### src/rtl/move_sequencer.sv
// move_sequencer
//   Expands one-byte move instructions into enable strobes for an 8-entry
//   bank of 8-bit bus registers. The bank's enable lines are driven only
//   from here.
//   Instruction: [7:6] mode (00 MOV, 01 IMM, 10 CLR, 11 illegal),
//                [5:3] src, [2:0] dst.
//   Optional feature macro: MOVE_SEQ_IMM_EN builds the IMM_WAIT state.
//   Without it, mode 01 is rejected as illegal.
// Ports:
//   clk, res_n          clock, async active-low reset
//   instr/_valid/_ready instruction byte handshake (also carries the IMM data byte)
//   bus_in              shared register bus, sampled during READ
//   load_en, save_en    one-hot per-register load/save enables
//   save_byte           data presented to the destination register
//   busy, done, err     status: not idle / WRITE cycle / illegal accepted
module move_sequencer #(
  parameter int NREG = 8
) (
  input  logic            clk,
  input  logic            res_n,
  input  logic [7:0]      instr,
  input  logic            instr_valid,
  output logic            instr_ready,
  input  logic [7:0]      bus_in,
  output logic [NREG-1:0] load_en,
  output logic [NREG-1:0] save_en,
  output logic [7:0]      save_byte,
  output logic            busy,
  output logic            done,
  output logic            err
);

  typedef enum logic [1:0] {
    S_IDLE     = 2'd0,
    S_READ     = 2'd1,
    S_WRITE    = 2'd2
`ifdef MOVE_SEQ_IMM_EN
    , S_IMM_WAIT = 2'd3
`endif
  } state_t;

  state_t     state_q, state_d;
  logic [2:0] src_q, src_d;
  logic [2:0] dst_q, dst_d;
  logic [7:0] data_q, data_d;
  logic       err_q, err_d;
  logic       accept;

  assign accept = instr_valid & instr_ready;

  // State register
  always_ff @(posedge clk or negedge res_n) begin
    if (!res_n) begin
      state_q <= S_IDLE;
      src_q   <= '0;
      dst_q   <= '0;
      data_q  <= '0;
      err_q   <= 1'b0;
    end else begin
      state_q <= state_d;
      src_q   <= src_d;
      dst_q   <= dst_d;
      data_q  <= data_d;
      err_q   <= err_d;
    end
  end

  // Next state
  always_comb begin
    state_d = state_q;
    src_d   = src_q;
    dst_d   = dst_q;
    data_d  = data_q;
    err_d   = 1'b0;
    case (state_q)
      S_IDLE: begin
        if (accept) begin
          case (instr[7:6])
            2'b00: begin
              src_d   = instr[5:3];
              dst_d   = instr[2:0];
              state_d = S_READ;
            end
            2'b10: begin
              dst_d   = instr[2:0];
              data_d  = 8'h00;
              state_d = S_WRITE;
            end
`ifdef MOVE_SEQ_IMM_EN
            2'b01: begin
              dst_d   = instr[2:0];
              state_d = S_IMM_WAIT;
            end
`endif
            // Illegal opcodes leave src/dst/data untouched.
            default: err_d = 1'b1;
          endcase
        end
      end
      S_READ: begin
        data_d  = bus_in;
        state_d = S_WRITE;
      end
`ifdef MOVE_SEQ_IMM_EN
      S_IMM_WAIT: begin
        if (instr_valid) begin
          data_d  = instr;
          state_d = S_WRITE;
        end
      end
`endif
      S_WRITE: state_d = S_IDLE;
      default: state_d = S_IDLE;
    endcase
  end

  // Outputs decode only from registered state, so reset clears the
  // enables asynchronously and nothing follows combinationally from inputs.
  always_comb begin
    load_en     = '0;
    save_en     = '0;
    instr_ready = 1'b0;
    done        = 1'b0;
    case (state_q)
      S_IDLE:     instr_ready = 1'b1;
      S_READ:     load_en[src_q] = 1'b1;
`ifdef MOVE_SEQ_IMM_EN
      S_IMM_WAIT: instr_ready = 1'b1;
`endif
      S_WRITE: begin
        save_en[dst_q] = 1'b1;
        done           = 1'b1;
      end
      default: ;
    endcase
  end

  // data_q only changes on the edge into WRITE, so it holds outside WRITE.
  assign save_byte = data_q;
  assign busy      = (state_q != S_IDLE);
  assign err       = err_q;

endmodule

### config.mk
export PLATFORM = sky130hd
export DESIGN_NAME = move_sequencer
export DESIGN_NICKNAME = d
export VERILOG_FILES = /design/src/rtl/move_sequencer.sv
export SDC_FILE = /design/constraint.sdc
export NUM_CORES = 1
export LEC_CHECK = 0
export ABC_AREA = 1
export CAP_MARGIN = 5
export CORE_MARGIN = 5
export CORE_UTILIZATION = 40
export CTS_CLUSTER_SIZE = 14
export DETAILED_ROUTE_END_ITERATION = 16
export MAX_ROUTING_LAYER = met4
export PLACE_DENSITY = 0.88
export SYNTH_ARGS = -nofsm -noshare
export SYNTH_HDL_FRONTEND = slang
export SYNTH_SLANG_ARGS = --single-unit
### constraint.sdc
create_clock -name clk -period 2.9 [get_ports clk]
set_clock_uncertainty 0.15 [all_clocks]
set_input_delay 0.58 -clock clk [delete_from_list [all_inputs] [get_ports clk]]
set_output_delay 0.58 -clock clk [all_outputs]
set_load 0.005 [all_outputs]
==> impl_results.md, run 1 <==
- Post-route setup TNS: 0 ns
- Starting Density: 42.0%
- Period Utilization, post-route: 89.7%
- Rows: 16
- DRC viols: 0
- Hold Path End: dst_q[0]
- LEAKAGE: 0.000641 uW
- H-tree depth: 1
- Wire per inst: 11.9 um
- Critical-path maximum fanout: 11
- HP Start: dst_q[0]
- Die Y: 55.4 um
- Hold Crit Class: register to register
- Tightest Pin Transition: 0.736 ns
- Slew Viols, Final: 0
- Cell Pwr Density: 449 nW/um2
- Peak VDD IR: 0.356 mV
- Post-synth top flop: dfrtp_1
- # hold bufs at CTS: 0
- Worst Hold Margin: 0.355 ns
- Post-synth top cells: nand2_1 (42), nor2_1 (19), dfrtp_1 (17)
- Filler cells: 167
- FFs w/ async S/R, synth: 100%
- Yosys reg bits: 17
- Root buffer selected by CTS: clkbuf_4
- Die area: 3070 um2
- Worst R2R Setup Slack: 1.54 ns
- First-pass GRT wire length: 3.77 mm
- Register area: 425 um2
- CTS sink count: 17
- Worst slack at placement: 0.624 ns
- Share of cells above drive strength 1: 6.29%
- Depth of the worst hold-timing path: 2
- Combinational share of power: 28.5%
- NumNets Final: 179
- Cell taking the most area after synthesis: dfrtp_1
- Diodes inserted: 0
- Port buffer count: 46
- Synth area leaders: dfrtp_1 (52%), nand2_1 (19%), nor2_1 (8.6%), nand3_1 (6.7%), inv_1 (4.1%)
- Mapped Cells: 110
- Num CTS Buffers: 3
- CORE AREA: 1960 um2
- Util after Layout: 68.0%
- Synth warn: 0
- Placer Congestion: 0.777
- Final hold vios: 0
- Worst setup EP type: output port
- CTS tree: built
- Drt pass-1 iters: 4
- Vias per cell: 4.62
- Critical Path AT: 1.87 ns
- Max Freq: 384 MHz
- DR vias: 860
- Final WS setup: 0.298 ns
- CP Class: register to output port
- Multi-input logic area: 347 um2
- 1st-iter DRT viols: 25
- Routed Antenna Nets: 0
- Critical R2R Launch: state_q[1]
- Post-CTS Setup Inserts: 0
- Area grow syn2layout: 61.8%
- CTS resizes: 0
- Startpoint Class: register
- Status: finished clean
- Post-route minimum period: 2.60 ns
- Die width: 55.4 um
- CP required: 2.17 ns
- Register area share after synthesis: 51.6%
- Worst R2R Path Depth: 4
- Fraction of power consumed by the clock network: 21.4%
- CTS Buffer Depth: 2
- Sw frac: 29.9%
- Worst slew margin: 50.8%
- Seq pwr share: 50.1%
- Max_cap viols: 0
- Post-synth top area share: 51.6%
- Initial antenna violation count: 0
- Routed WL: 2.22 mm
- Gr usage total: 15.4%
- Pin count of the biggest net entering global routing: 18
- I/O pin total: 47
- Number of flops mapped to enable cells by yosys: 0
- RSZ-0062 raised after global routing: no
- Clock transition at path regs: 0.10 ns
- Post-DP HPWL: 1.85 mm
- Number of global-route vias before repair: 920
- Post-synthesis cell area: 825 um2
- Remaining global-route overflow: 0
- Mapped Nets: 129
- P_int: 420 uW
- R2r endpoint: src_q[2]
- Net switching power figure: 179 uW
- Mean post-synth cell area: 7.50 um2
- Synth cell types: 13
- Count leader, synth: nand2_1
- Worst skew pair latency: 0.29 ns
- Final Setup Violations: 0
## worst max-delay path: stages (launching register included)
cell	delay, ns
dfrtp_1	0.43
nand2_2	0.20
clkinv_1	0.25
nand2_1	0.20
nor2_1	0.05
clkdlybuf4s50_1	0.45
## layer usage
metal / up-vias / wire length [um] / GRT usage, %
met5: - / 0 / -
met4: 0 / 23 / 3.13
met3: 2 / 107 / 3.73
met2: 32 / 1190 / 28.9
met1: 387 / 893 / 16.3
li1: 439 / - / -
## worst max path at each step
stage / end / startpoint / depth (start not counted) / slack [ns]
final: load_en[3] / state_q[0] / 5 / 0.30
after global routing: load_en[3] / state_q[1] / 6 / 0.11
after CTS: load_en[3] / state_q[0] / 5 / 0.29
after detailed placement: load_en[3] / state_q[1] / 6 / 0.62
after global placement: load_en[7] / state_q[1] / 6 / 0.68
after floorplan: load_en[0] / state_q[1] / 5 / 1.20
## sequential cells by signal, indices dropped and copies added (netlist names)
name and flops:
dst_q 3, err 1, save_byte 8, state_q 2, src_q 3
## power groups by stage
stage,registers (uW),logic [uW],clock network (uW)
after floorplan,302,71.2,0
after global placement,304,167,0
after detailed placement,304,172,0
after CTS,300,173,130
after global routing,305,191,136
final,300,171,128
## cell type report
class	count	area share, %
Timing Repair Buffer	46	34.5
Sequential cell	17	31.9
Multi-Input combinational cell	81	26.0
Inverter	11	3.10
Tap cell	27	2.53
Clock buffer	4	1.97
## placed cells by master, fill, tap and decap left out
master | Yosys | final
clkinv_1 | 1 | 1
clkdlybuf4s50_1 | 0 | 46
nand2_2 | 2 | 2
nand3_1 | 11 | 11
nand4_1 | 3 | 3
nor2_1 | 19 | 19
inv_2 | 1 | 1
inv_1 | 9 | 9
nand3_2 | 1 | 1
or2_4 | 1 | 1
nor2_2 | 2 | 2
dfrtp_1 | 17 | 17
clkbuf_4 | 0 | 3
nand2_1 | 42 | 42
clkbuf_1 | 0 | 1
## logic make-up after synthesis
| logic type | count (synthesis) | synth area share [%] |
|---|---|---|
| buffers and inverters | 12 | 6.37 |
| DFF | 17 | 51.6 |
| and+or+nand+nor | 81 | 42.0 |
## through the flow
stage / std cells / instance area [um2] / total power, uW
floorplan: 110 / 825 / 373
global placement: 182 / 1310 / 471
detailed placement: 182 / 1310 / 476
CTS: 186 / 1330 / 603
global route: 186 / 1330 / 633
finish: 186 / 1330 / 599
Power figures use the tool's default switching activity.
==> inputs of run 2 (changes only) <==
--- a/config.mk
+++ b/config.mk
@@ -8,11 +8,11 @@
 export ABC_AREA = 1
 export CAP_MARGIN = 5
 export CORE_MARGIN = 5
-export CORE_UTILIZATION = 40
+export CORE_UTILIZATION = 30
 export CTS_CLUSTER_SIZE = 14
 export DETAILED_ROUTE_END_ITERATION = 16
 export MAX_ROUTING_LAYER = met4
-export PLACE_DENSITY = 0.88
+export PLACE_DENSITY = 0.7
 export SYNTH_ARGS = -nofsm -noshare
 export SYNTH_HDL_FRONTEND = slang
 export SYNTH_SLANG_ARGS = --single-unit
==> run 2 against run 1 <==
Net effect: cell count increased by 2.2%; critical path depth up 1; largest cell class unchanged; highest routed layer is now met3; sequential cell count did not move; fmax hardly changed; non-clock buffer count unchanged.
==> impl_results.md, run 2 (synthesis results as in run 1) <==
- LEAKAGE: 0.000640 uW
- CORE AREA: 2690 um2
- I/O pin total: 47
- CP required: 2.17 ns
- Delay-heaviest family, CP: buffers and inverters
- Post-route minimum period: 2.60 ns
- Drt pass-1 iters: 4
- Crit-path max cell delay: 0.45 ns
- Post-route setup TNS: 0 ns
- Worst R2R Setup Slack: 1.58 ns
- Period Utilization, post-route: 89.7%
- Commonest non-fill, non-tap cells in the layout: clkdlybuf4s50_1 (46), nand2_1 (42), nor2_1 (19)
- Peak VDD IR: 0.297 mV
- CP Capture Point: load_en[5]
- First-pass GRT wire length: 3.89 mm
- Area grow syn2layout: 62.8%
- DRC viols: 0
- Slew Viols, Final: 0
- CTS resizes: 0
- Die Y: 62.4 um
- Worst slew margin: 50.1%
- Remaining global-route overflow: 0
- Critical-path maximum fanout: 11
- Max_cap viols: 0
- Register area: 425 um2
- H-tree depth: 1
- Worst skew pair latency: 0.28 ns
- # hold bufs at CTS: 0
- Post-DP HPWL: 1.78 mm
- Startpoint Class: register
- Wire per inst: 11.3 um
- Max Freq: 384 MHz
- DR vias: 844
- CTS tree: built
- Post-CTS Setup Inserts: 0
- Setup crit start: state_q[1]
- Initial antenna violation count: 0
- CP bufs+invs: 3
- Util after Layout: 50.0%
- CTS sink count: 17
- 1st-iter DRT viols: 35
- Final Setup Violations: 0
- Root buffer selected by CTS: clkbuf_4
- RSZ-0062 raised after global routing: no
- CP Class: register to output port
- Routed Antenna Nets: 0
- Filler cells: 265
- NumNets Final: 179
- Diodes inserted: 0
- Port buffer count: 46
- Placer Congestion: 0.757
- Total power: 598 uW
- Status: finished clean
- Routed WL: 2.14 mm
- Critical-path cell list: inv_2 -> nand2_2 -> clkinv_1 -> nand2_1 -> nor2_1 -> clkdlybuf4s50_1
- Clock transition at path regs: 0.11 ns
- Critical Path AT: 1.87 ns
- Tightest Pin Transition: 0.747 ns
- Multi-input logic area: 347 um2
- Critical R2R Launch: state_q[1]
- Starting Density: 30.7%
- Worst R2R Path Depth: 4
- Worst setup EP type: output port
- Num CTS Buffers: 3
- Rows: 19
- Hold Crit Class: register to register
- Share of cells above drive strength 1: 6.92%
- Number of global-route vias before repair: 888
- Final hold vios: 0
- CTS Buffer Depth: 2
- Pin count of the biggest net entering global routing: 18
- Largest register FFs: 8
- Die width: 62.4 um
- Die area: 3900 um2
- Commonest non-fill, non-tap cell in the layout: clkdlybuf4s50_1
- Cell Pwr Density: 446 nW/um2
- R2r endpoint: dst_q[2]
- Gr usage total: 12.0%
- Vias per cell: 4.44
- Max stage delay cell, worst path: clkdlybuf4s50_1
- CP Depth: 6
run 2: worst min-delay path by stage:
stage / startpoint / endpoint / cells after the start
2_1_floorplan: res_n / dst_q[0] / 0
3_3_place_gp: dst_q[0] / dst_q[0] / 2
3_5_place_dp: src_q[0] / src_q[0] / 2
4_1_cts: src_q[0] / src_q[0] / 2
5_1_grt: dst_q[0] / dst_q[0] / 2
6_report: src_q[0] / src_q[0] / 2
run 2: final cells by class:
| type | instances | area share, % |
|---|---|---|
| clock buffers | 3 | 1.68 |
| multi-input cells | 81 | 25.8 |
| repair buffers | 46 | 34.3 |
| flip-flops and latches | 17 | 31.7 |
| clock inverters | 1 | 0.559 |
| well taps | 31 | 2.89 |
| inverters | 11 | 3.08 |
run 2: per-layer routing:
metal | GRT usage (%) | vias up | part of all wire [%]
met5 | - | - | 0
met2 | 18.4 | 31 | 46
met1 | 15.7 | 376 | 45
met3 | 4.14 | 0 | 8.1
met4 | 1.59 | 0 | 0
li1 | - | 437 | -
run 2: per-stage QoR:
step           cells  instance area, um2  hold WS [ns]  setup slack [ns]
6_report         190                1340         0.365             0.298
4_1_cts          190                1340         0.369             0.295
3_3_place_gp     186                1310         0.335             0.677
3_5_place_dp     186                1310         0.344             0.629
5_1_grt          190                1340         0.399             0.115
2_1_floorplan    110                 825         0.134              1.20
run 2: where the power goes:
part | leakage, uW | internal (uW) | switching [uW]
Clock | 0.0000139 | 52.3 | 76.2
Sequential | 0.000220 | 273 | 28.1
Combinational | 0.000406 | 93.4 | 75.4
run 2: tightest hold or removal path: cells and delay by family (launching register included):
kind             cells  cell delay [ns]
DFF                  1             0.38
and+or+nand+nor      2             0.11
==> inputs of run 3 (changes only) <==
--- a/config.mk
+++ b/config.mk
@@ -13,6 +13,7 @@
 export DETAILED_ROUTE_END_ITERATION = 16
 export MAX_ROUTING_LAYER = met4
 export PLACE_DENSITY = 0.7
+export SETUP_SLACK_MARGIN = 0.2
 export SYNTH_ARGS = -nofsm -noshare
 export SYNTH_HDL_FRONTEND = slang
 export SYNTH_SLANG_ARGS = --single-unit
==> run 3 against run 2 <==
Net effect: critical path depth fell by 1; die area did not move; cell count rose by 1.6%; register-to-register slack got worse by 0.04 ns; hold slack barely moved; clock power barely moved; critical path type unchanged; largest cell class unchanged.
==> impl_results.md, run 3 (synthesis results as in run 1) <==
- Status: finished clean
- Pin count of the biggest net entering global routing: 18
- Worst slew margin: 49.3%
- Vias per cell: 4.41
- H-tree depth: 1
- Drt pass-1 iters: 6
- DRC viols: 0
- Post-route minimum period: 2.56 ns
- Share of cells above drive strength 1: 9.26%
- Rows: 19
- LEAKAGE: 0.000654 uW
- Number of global-route vias before repair: 888
- CTS tree: built
- Die width: 62.4 um
- Peak VDD IR: 0.310 mV
- Post-route insts no fill: 193
- CTS sink count: 17
- Critical-path cell list: inv_2 -> nand2_2 -> or2_4 -> nor2_1 -> clkdlybuf4s50_1
- CP Class: register to output port
- Worst Hold Margin: 0.365 ns
- Placer Congestion: 0.757
- Die area: 3900 um2
- 1st-iter DRT viols: 40
- Starting Density: 30.7%
- Post-route setup TNS: 0 ns
- Tightest Pin Transition: 0.759 ns
- Crit-path max cell delay: 0.51 ns
- Max stage delay cell, worst path: clkdlybuf4s50_1
- DR vias: 852
- Worst setup EP type: output port
- Startpoint Class: register
- Hold Crit Class: register to register
- Max_cap viols: 0
- Routed WL: 2.18 mm
- CP required: 2.17 ns
- Cell Pwr Density: 439 nW/um2
- Critical Path AT: 1.83 ns
- Commonest non-fill, non-tap cells in the layout: clkdlybuf4s50_1 (46), nand2_1 (42), nor2_1 (19)
- CORE AREA: 2690 um2
- Period Utilization, post-route: 88.3%
- Slew Viols, Final: 0
- Num CTS Buffers: 3
- Critical-path maximum fanout: 11
- Gr usage total: 12.0%
- Post-DP HPWL: 1.78 mm
- Max Freq: 390 MHz
- First-pass GRT wire length: 3.89 mm
- Post-Place Cells: 186
- Commonest non-fill, non-tap cell in the layout: clkdlybuf4s50_1
- RSZ-0062 raised after global routing: no
- Root buffer selected by CTS: clkbuf_4
- Die Y: 62.4 um
- Routed Antenna Nets: 0
- Final hold vios: 0
- Area grow syn2layout: 66.0%
- Worst R2R Setup Slack: 1.54 ns
- Final Setup Violations: 0
- Remaining global-route overflow: 0
- Port buffer count: 46
- Largest register FFs: 8
- NumNets Final: 182
- CTS Buffer Depth: 2
- Diodes inserted: 0
- Worst skew pair latency: 0.28 ns
- Clock transition at path regs: 0.10 ns
- Wire per inst: 11.3 um
- Initial antenna violation count: 0
- I/O pin total: 47
[run 3: worst max-delay path: cells and delay by family (launching register included)]
kind / cells / cell delay [ns]
buffers and inverters: 2 / 0.58
AND/OR/NAND/NOR: 3 / 0.54
flip-flops: 1 / 0.42
[run 3: timing repair]
action | CTS | global route
hold buffers | 0 | 0
buffers inserted | 0 | 3
gates resized for setup | 0 | 1
endpoints found under the setup margin | 0 | 4
[run 3: layout make-up]
| cell class | count | area, um2 |
|---|---|---|
| Fill cell | 261 | 1320 |
| Timing Repair Buffer | 49 | 483 |
| Clock buffer | 3 | 22.5 |
| Tap cell | 31 | 38.8 |
| Multi-Input combinational cell | 81 | 347 |
| Inverter | 11 | 45.0 |
| Clock inverter | 1 | 7.51 |
| Sequential cell | 17 | 425 |
[run 3: per-stage QoR]
step | cell area (um2) | total power [uW] | utilization (%) | setup WS, ns
3_3_place_gp | 1310 | 473 | 48.9 | 0.677
2_1_floorplan | 825 | 373 | - | 1.20
4_1_cts | 1340 | 605 | 50.0 | 0.295
5_1_grt | 1370 | 646 | 51.0 | 0.218
3_5_place_dp | 1310 | 477 | 48.9 | 0.629
6_report | 1370 | 602 | 51.0 | 0.339
[run 3: power by group]
group	internal (uW)	total, uW	switching (uW)
clock	52.3	128	76.2
combinational	95.5	172	76.3
sequential	273	301	28.3
total	421	602	181
[run 3: final timing paths]
path / start / endpoint / cells after the start
hold / removal: src_q[0] / src_q[0] / 2
hold reg to reg: src_q[0] / src_q[0] / 2
max in group asynchronous: res_n / src_q[0] / 1
setup reg to reg: state_q[1] / save_byte[2] / 6
setup / recovery: state_q[1] / load_en[4] / 5
min in group asynchronous: res_n / save_byte[2] / 1
[run 3: per-layer routing]
layer | GRT usage, % | vias up | part of all wire, %
met3 | 4.14 | 0 | 8.2
met2 | 18.4 | 34 | 46
met1 | 15.7 | 375 | 45
met5 | - | - | 0
met4 | 1.59 | 0 | 0
li1 | - | 443 | -
